--- src/rtl/seg_pipe_adder.sv ---
// seg_pipe_adder
//   Pipelined segmented ripple-carry adder/subtractor. A WIDTH-bit operand
//   pair is resolved SEG bits per stage. The carry between segments is
//   registered between stages. The final stage register is the output
//   register, so latency is STAGES = WIDTH/SEG cycles. All stages advance
//   together whenever the output is empty or being consumed.
//
// Ports
//   clk        rising-edge clock
//   rst        asynchronous, active-high reset
//   in_valid   operand beat valid
//   in_ready   beat can be accepted this cycle (= !out_valid | out_ready)
//   a, b       operands (WIDTH bits)
//   cin        carry-in, used in add mode only
//   sub        0: a + b + cin, 1: a - b
//   out_valid  result beat valid
//   out_ready  consumer accepts the result
//   sum        result, excluding carry-out (WIDTH bits)
//   cout       carry-out of the MSB (in sub mode this is "no borrow")
//   ovf        two's-complement signed overflow
module seg_pipe_adder #(
  parameter int WIDTH = 16,
  parameter int SEG   = 4
) (
  input  logic             clk,
  input  logic             rst,
  input  logic             in_valid,
  output logic             in_ready,
  input  logic [WIDTH-1:0] a,
  input  logic [WIDTH-1:0] b,
  input  logic             cin,
  input  logic             sub,
  output logic             out_valid,
  input  logic             out_ready,
  output logic [WIDTH-1:0] sum,
  output logic             cout,
  output logic             ovf
);

  localparam int STAGES = WIDTH / SEG;
  localparam int LAST   = STAGES - 1;

  // Per-stage state. r_a/r_b carry the full (prepared) operands so that
  // the not-yet-resolved upper slices and the MSBs for the overflow flag
  // travel with the beat. r_s holds the sum slices resolved so far.
  logic             r_vld [STAGES];
  logic             r_c   [STAGES];
  logic [WIDTH-1:0] r_a   [STAGES];
  logic [WIDTH-1:0] r_b   [STAGES];
  logic [WIDTH-1:0] r_s   [STAGES];

  logic             w_adv;
  logic [WIDTH-1:0] w_beff;
  logic             w_c0;

  // Global stall: the whole pipe moves only when the output slot frees up.
  assign w_adv    = !r_vld[LAST] | out_ready;
  assign in_ready = w_adv;

  // Subtraction is A + ~B + 1; cin is ignored in that mode.
  assign w_beff = sub ? ~b : b;
  assign w_c0   = sub | cin;

  genvar gi;
  generate
    for (gi = 0; gi < STAGES; gi++) begin : g_stage
      localparam logic [WIDTH-1:0] SLICE_MASK = WIDTH'({SEG{1'b1}}) << (gi * SEG);

      logic             w_vin;
      logic             w_cin;
      logic [WIDTH-1:0] w_ain;
      logic [WIDTH-1:0] w_bin;
      logic [WIDTH-1:0] w_sin;
      logic [WIDTH-1:0] w_snext;
      logic [SEG:0]     w_seg;

      if (gi == 0) begin : g_head
        assign w_vin = in_valid;
        assign w_ain = a;
        assign w_bin = w_beff;
        assign w_cin = w_c0;
        assign w_sin = '0;
      end else begin : g_body
        assign w_vin = r_vld[gi-1];
        assign w_ain = r_a[gi-1];
        assign w_bin = r_b[gi-1];
        assign w_cin = r_c[gi-1];
        assign w_sin = r_s[gi-1];
      end

      // One SEG-bit ripple segment; bit SEG is the carry into the next stage.
      assign w_seg = {1'b0, w_ain[gi*SEG +: SEG]}
                   + {1'b0, w_bin[gi*SEG +: SEG]}
                   + {{SEG{1'b0}}, w_cin};

      // Merge this stage's slice into the partial sum coming from upstream.
      assign w_snext = (w_sin & ~SLICE_MASK)
                     | (WIDTH'(w_seg[SEG-1:0]) << (gi * SEG));

      // Data registers load only with a valid beat, so a bubble reaching
      // the output leaves the last result on sum/cout/ovf.
      always_ff @(posedge clk or posedge rst) begin
        if (rst) begin
          r_vld[gi] <= 1'b0;
          r_c[gi]   <= 1'b0;
          r_a[gi]   <= '0;
          r_b[gi]   <= '0;
          r_s[gi]   <= '0;
        end else if (w_adv) begin
          r_vld[gi] <= w_vin;
          if (w_vin) begin
            r_c[gi] <= w_seg[SEG];
            r_a[gi] <= w_ain;
            r_b[gi] <= w_bin;
            r_s[gi] <= w_snext;
          end
        end
      end
    end
  endgenerate

  assign out_valid = r_vld[LAST];
  assign sum       = r_s[LAST];
  assign cout      = r_c[LAST];
  // Same-sign operands producing a result of the other sign. All terms
  // are final-stage registers, so the flag is as stable as sum.
  assign ovf = (r_a[LAST][WIDTH-1] == r_b[LAST][WIDTH-1])
             & (r_s[LAST][WIDTH-1] != r_a[LAST][WIDTH-1]);

endmodule

--- config.mk ---
export PLATFORM = sky130hd
export DESIGN_NAME = seg_pipe_adder
export DESIGN_NICKNAME = d
export VERILOG_FILES = /design/src/rtl/seg_pipe_adder.sv
export SDC_FILE = /design/constraint.sdc
export NUM_CORES = 1
export LEC_CHECK = 0
export CAP_MARGIN = 20
export CORE_ASPECT_RATIO = 0.7
export CORE_MARGIN = 1.5
export CORE_UTILIZATION = 55
export DETAILED_ROUTE_END_ITERATION = 6
export HOLD_SLACK_MARGIN = 0.08
export PLACE_DENSITY_LB_ADDON = 0.08
export SETUP_SLACK_MARGIN = 0.1
export SYNTH_ARGS = -nofsm -noshare
export SYNTH_HDL_FRONTEND = slang
export SYNTH_SLANG_ARGS = --single-unit
--- constraint.sdc ---
create_clock -name clk -period 3.8 [get_ports clk]
set_clock_uncertainty 0.15 [all_clocks]
set_input_delay 0.76 -clock clk [delete_from_list [all_inputs] [get_ports clk]]
set_output_delay 0.76 -clock clk [all_outputs]
set_load 0.01 [all_outputs]
# Word-level counts from Yosys, hierarchy flattened
# Cells that the tools add are included.
[word_totals] reg_bits=176 in_bits=38 output_inout_bits=20 word_cells=43
[op_classes] n_addsub=8 eq_ne=2 n_mux=1 bitwise_logic=7 reduce_logical=5
[ops] cell="$add A4 B4 Y5" count=4
[ops] cell="$add A5 B1 Y5" count=4
[ops] cell="$mux W16" count=1
[ops] cell="$not A16 Y16" count=1
[ops] cell="$or A12 B16 Y16" count=1
[ops] cell="$or A8 B12 Y12" count=1
[ops] cell="$or A4 B8 Y8" count=1
[ops] cell="$reduce_and A2 Y1" count=4
[ops] cell="$or A1 B1 Y1" count=2
[ops] cell="$and A1 B1 Y1" count=1
[ops] cell="$eq A1 B1 Y1" count=1
[ops] cell="$logic_not A1 Y1" count=1
[ops] cell="$ne A1 B1 Y1" count=1

# Depth between registers and ports, before layout
[depth] ltp_word=4 ltp_mapped=8 depth_no_buf=7

# Worst setup path after synthesis
# Ideal clock, no wire load.
[synth_timing] path_kind="input-to-reg" from="input port sub" to="register r_c (netlist bit g_stage[1].w_cin)" t_arrival_ns=2.582 required_time_ns=3.525 slack_ns=0.942 cell_stages=8 path_cell_list="buf_2 -> buf_4 -> or2_2 -> fa_1 -> fa_1 -> a21o_1 -> a21oi_1 -> o21ai_1"
[synth_between] elab_chain_cells=3 word_cells_on_any_way=4
[synth_rtl] element="start, declared" line_no="32" text="input logic sub,"
[synth_rtl] element="$mux W16" line_no="61" text="assign w_beff = sub ? ~b : b;"
[synth_rtl] element="$add A4 B4 Y5" line_no="93" text="+ {1'b0, w_bin[gi*SEG +: SEG]}"
[synth_rtl] element="$add A5 B1 Y5 *" line_no="94" text="+ {{SEG{1'b0}}, w_cin};"
[synth_rtl] element="end signal, assigned by index" line_no="112" text="r_c[gi] <= w_seg[SEG];"
[synth_rtl] element="end, declared" line_no="47" text="logic r_c [STAGES];"
# Mark *: on every way between the ends. The rest lies on a longest branch, timed or not.
# A chain may end at the register's enable or synchronous reset.

# Worst setup path after layout
[layout_timing] from="input port out_ready" to="output port in_ready"
[layout_between] elab_chain_cells=1
[layout_rtl] element="start, declared" line_no="34" text="input logic out_ready,"
[layout_rtl] element="$or A1 B1 Y1" line_no="57" text="assign w_adv = !r_vld[LAST] | out_ready;"
[layout_rtl] element="end, declared" line_no="28" text="output logic in_ready,"
# No other way between the ends.

==> summary.md <==
| Metric | Value |
|---|---|
| Status | `complete, no violations` |
| ANT cells | `0` |
| Antenna violations before repair | `0` |
| Post-synth EDFFs | `0` |
| Largest net degree at the start of global routing | `59` |
| Fin nets | `450` |
| Worst r2r src | `g_stage[2].w_cin$_DFFE_PP0P_` |
| Fillcell total | `about 560` |
| Clock sinks | `98` |
| First-pass iteration count of the detailed router | `4` |
| Crit-path max FO | `17` |
| Switching share of power | `roughly a third` |
| Row cnt | `27` |
| Hold wc startpoint | `g_stage[1].w_ain[11]$_DFFE_PP0P_` |
| Area leader, netlist | `dfrtp_1` |
| Synthesized Nets | `roughly 400` |
| Postcts setup bufs | `0` |
| Placement Cell Area | `5080 sq um` |
| CTS tree | `done` |
| CTS resizes | `0` |
| Hold Vio Cnt, Final | `0` |
| Crit-path cells | `clkdlybuf4s50_1 -> nor2b_4 -> inv_4 -> clkdlybuf4s50_1` |
| Reg-to-reg slack, setup | `1900 ps` |
| Final setup violation count | `0` |
| Initial DRC count | `124` |
| Worst path required time | `a little under 3000 ps` |
| Hold slack | `334 ps` |
| Synth top area share | `55.3%` |
| DP Wirelength | `5710 um` |
| Most area-consuming cells after synthesis | `dfrtp_1, mux2_2, o21ai_0, mux2_1, fa_1` |
| Clock latency on the worst-skew pair | `roughly 340 ps` |
| Finished Layout Cells | `498` |
| Hold path endpoint | `g_stage[2].w_ain[11]$_DFFE_PP0P_` |
| Worst hold path class | `flip-flop to flip-flop` |
| Most frequent CP cell | `clkdlybuf4s50_1` |
| Design area | `5410 sq um` |
| Worst path slowest cell | `clkdlybuf4s50_1` |
| Max VDD drop | `0.401 mV` |
| Logic pwr share | `37.4%` |
| Cts hold-fix bufs | `0` |
| CTS Buf Count | `9` |
| Register-to-Register Path Depth | `6` |
| Max-slew violation count | `0` |
| Post-layout util | `69.0%` |
| DR vias | `2722` |
| Arr. time, crit path | `2080 ps` |
| Register share of total power | `40.4%` |
| Highest-count cells in the layout ignoring fill and taps | `dfrtp_1, clkdlybuf4s50_1, o21ai_0` |
| Cells after Synth | `334` |
| Die ar. | `8620 sq um` |
| Most common cell after layout, fill and taps aside | `dfrtp_1` |
| Cell Int Power | `3.00 mW` |
| Layout cells sized above 1 | `between 10% and 20%` |
| Vias/cell | `5.47` |
| Yosys warning count | `0` |
| Seq cells post-synth | `98` |
| CTS Buffer Depth | `2` |
| Drc violations | `0` |
| PwrDens | `816 nW/um^2` |
| Die height | `78.1 um` |
| First-pass GRT wire length | `13700 um` |
| Max cap viols | `0` |
| Setup crit end kind | `primary output` |
| Routed Antenna Nets | `0` |
| Area Overhead vs Synth | `21.9%` |
| I/O Pins | `a little under 60` |
| Synth cell types | `38` |
| Setup_tns | `0 ps` |
| WS Path Type | `input port to primary output` |
| Worst reg2reg endpoint | `g_stage[3].w_cin$_DFFE_PP0P_` |
| Seq/Total Area, Yosys | `55.3%` |
| Dpl cells | `482` |
| FFs w/ async S/R, synth | `100%` |
| Number of global-route vias before repair | `about 2800` |
| Grt ovf | `0` |
| Initial core utilization | `between 50 and 60%` |
| Top_reg_cell synth | `dfrtp_1` |
| Core box area | `7840 sq um` |
| Hold path depth | `1` |
| Clock network power share | `22.3%` |
| Slew of the pin with the lowest slew margin | `722 ps` |
| Fin crit period | `around 3000 ps` |
| Element type at the critical path start | `input port` |
| Final WL | `8040 um` |
| Critical path's largest stage delay | `580 ps` |
| Syn_area_per_cell | `13.3 sq um` |
| Tcrit/Tclk final | `78.7%` |
| RSZ-0062 raised after global routing | `false` |
| Buffers on Ports | `57` |
| Total track usage | `between 20% and 30%` |
| Leakage power | `between 2 and 2.5 nW` |
| Die X | `110 um` |
| Mapped Area | `between 4000 and 5000 sq um` |
| Clk pin slew, worst setup/hold paths | `60 ps` |
| Root buffer cell | `clkbuf_16` |
| Htree depth | `3` |
| Placer congestion estimate | `0.791` |
| WL/cell | `approximately 16 um` |
| Total net switching power | `1.41 mW` |
| Normalized max-slew margin | `51.9%` |
| Fmax achieved | `0.334 GHz` |
-- worst max path at each step --
| stage | start | endpoint | slack, ps |
|---|---|---|---|
| floorplan | rst | cout$_DFFE_PP0P_ | 330 |
| global placement | sub | g_stage[1].w_cin$_DFFE_PP0P_ | 730 |
| detailed placement | sub | g_stage[1].w_cin$_DFFE_PP0P_ | 720 |
| CTS | out_ready | in_ready | 810 |
| global route | out_ready | in_ready | 760 |
| finish | out_ready | in_ready | 810 |
-- routing by layer --
layer / GRT usage, % / up-vias / routed length [um]
li1: - / 1292 / -
met1: 32.3 / 1345 / 4170
met2: 30.5 / 74 / 3400
met3: 5.32 / 11 / 373
met4: 5.90 / 0 / 100
met5: 0 / - / 0
-- power by group through the flow --
stage	Clock [mW]	Combinational [mW]	Sequential, mW
final	0.982	1.65	1.78
after global routing	1.03	1.83	1.85
after CTS	0.995	1.66	1.79
after detailed placement	0	1.65	1.80
after global placement	0	1.60	1.78
after floorplan	0	1.12	1.76
-- layout make-up --
| class | count | area, sq um | area share (%) |
|---|---|---|---|
| Sequential cell | 98 | 2450 | 45.4 |
| Multi-Input combinational cell | 205 | 1820 | 33.7 |
| Timing Repair Buffer | 60 | 606 | 11.2 |
| Clock buffer | 11 | 243 | 4.49 |
| Tap cell | 101 | 126 | 2.34 |
| Clock inverter | 5 | 85.1 | 1.57 |
| Inverter | 18 | 71.3 | 1.32 |
-- through the flow --
step                worst slack, ps  total power [mW]
floorplan                       328              2.88
detailed placement              716              3.45
CTS                             805              4.44
global route                    765              4.71
finish                          809              4.41
global placement                728              3.38
-- flip-flops by register name, indices dropped and copies added, names as in the netlist --
name and count:
g_stage.w_cin 3, cout 1, g_stage.w_sin 24, out_valid 1, g_stage.w_bin 24, r_a 1, r_b 1, g_stage.w_ain 24
g_stage.w_vin 3, sum 16
-- cells by family (layout without fill, tap and decap cells) --
group                      after synthesis  count (layout)  share of synthesized area (%)
AOI/OAI and AO/OA                       74              74                           9.31
adders and majority gates               20              20                           7.00
muxes                                   63              63                           16.7
DFF                                     98              98                           55.3
buffers and inverters                   31              94                           3.58
xor gates and xnor gates                20              20                           3.95
and+or+nand+nor                         28              28                           4.18
-- Yosys cell counts (2+ instances only) --
cell       instances
a2111oi_0          2
a21boi_0           3
a21o_1             2
a21oi_1            6
a22oi_1            2
a311o_1            2
and3_1             2
and3b_1            2
buf_2              4
buf_4              5
buf_6              2
dfrtp_1           98
fa_1               8
ha_1              12
inv_1             16
mux2_1            22
mux2_2            33
mux2_4             8
nand2_1            5
nand2_4            2
nand3_1            6
nand3b_1           2
nor2_4             2
nor2b_1            2
nor3_1             2
o21ai_0           52
o21ai_1            2
o31ai_1            2
xnor2_1           13
xor2_1             7
-- critical path: cells and delay by family --
family        cells  cell delay, ps
simple gates      1              60
buf+inv           3            1260
(Power assumes the default switching activity.)
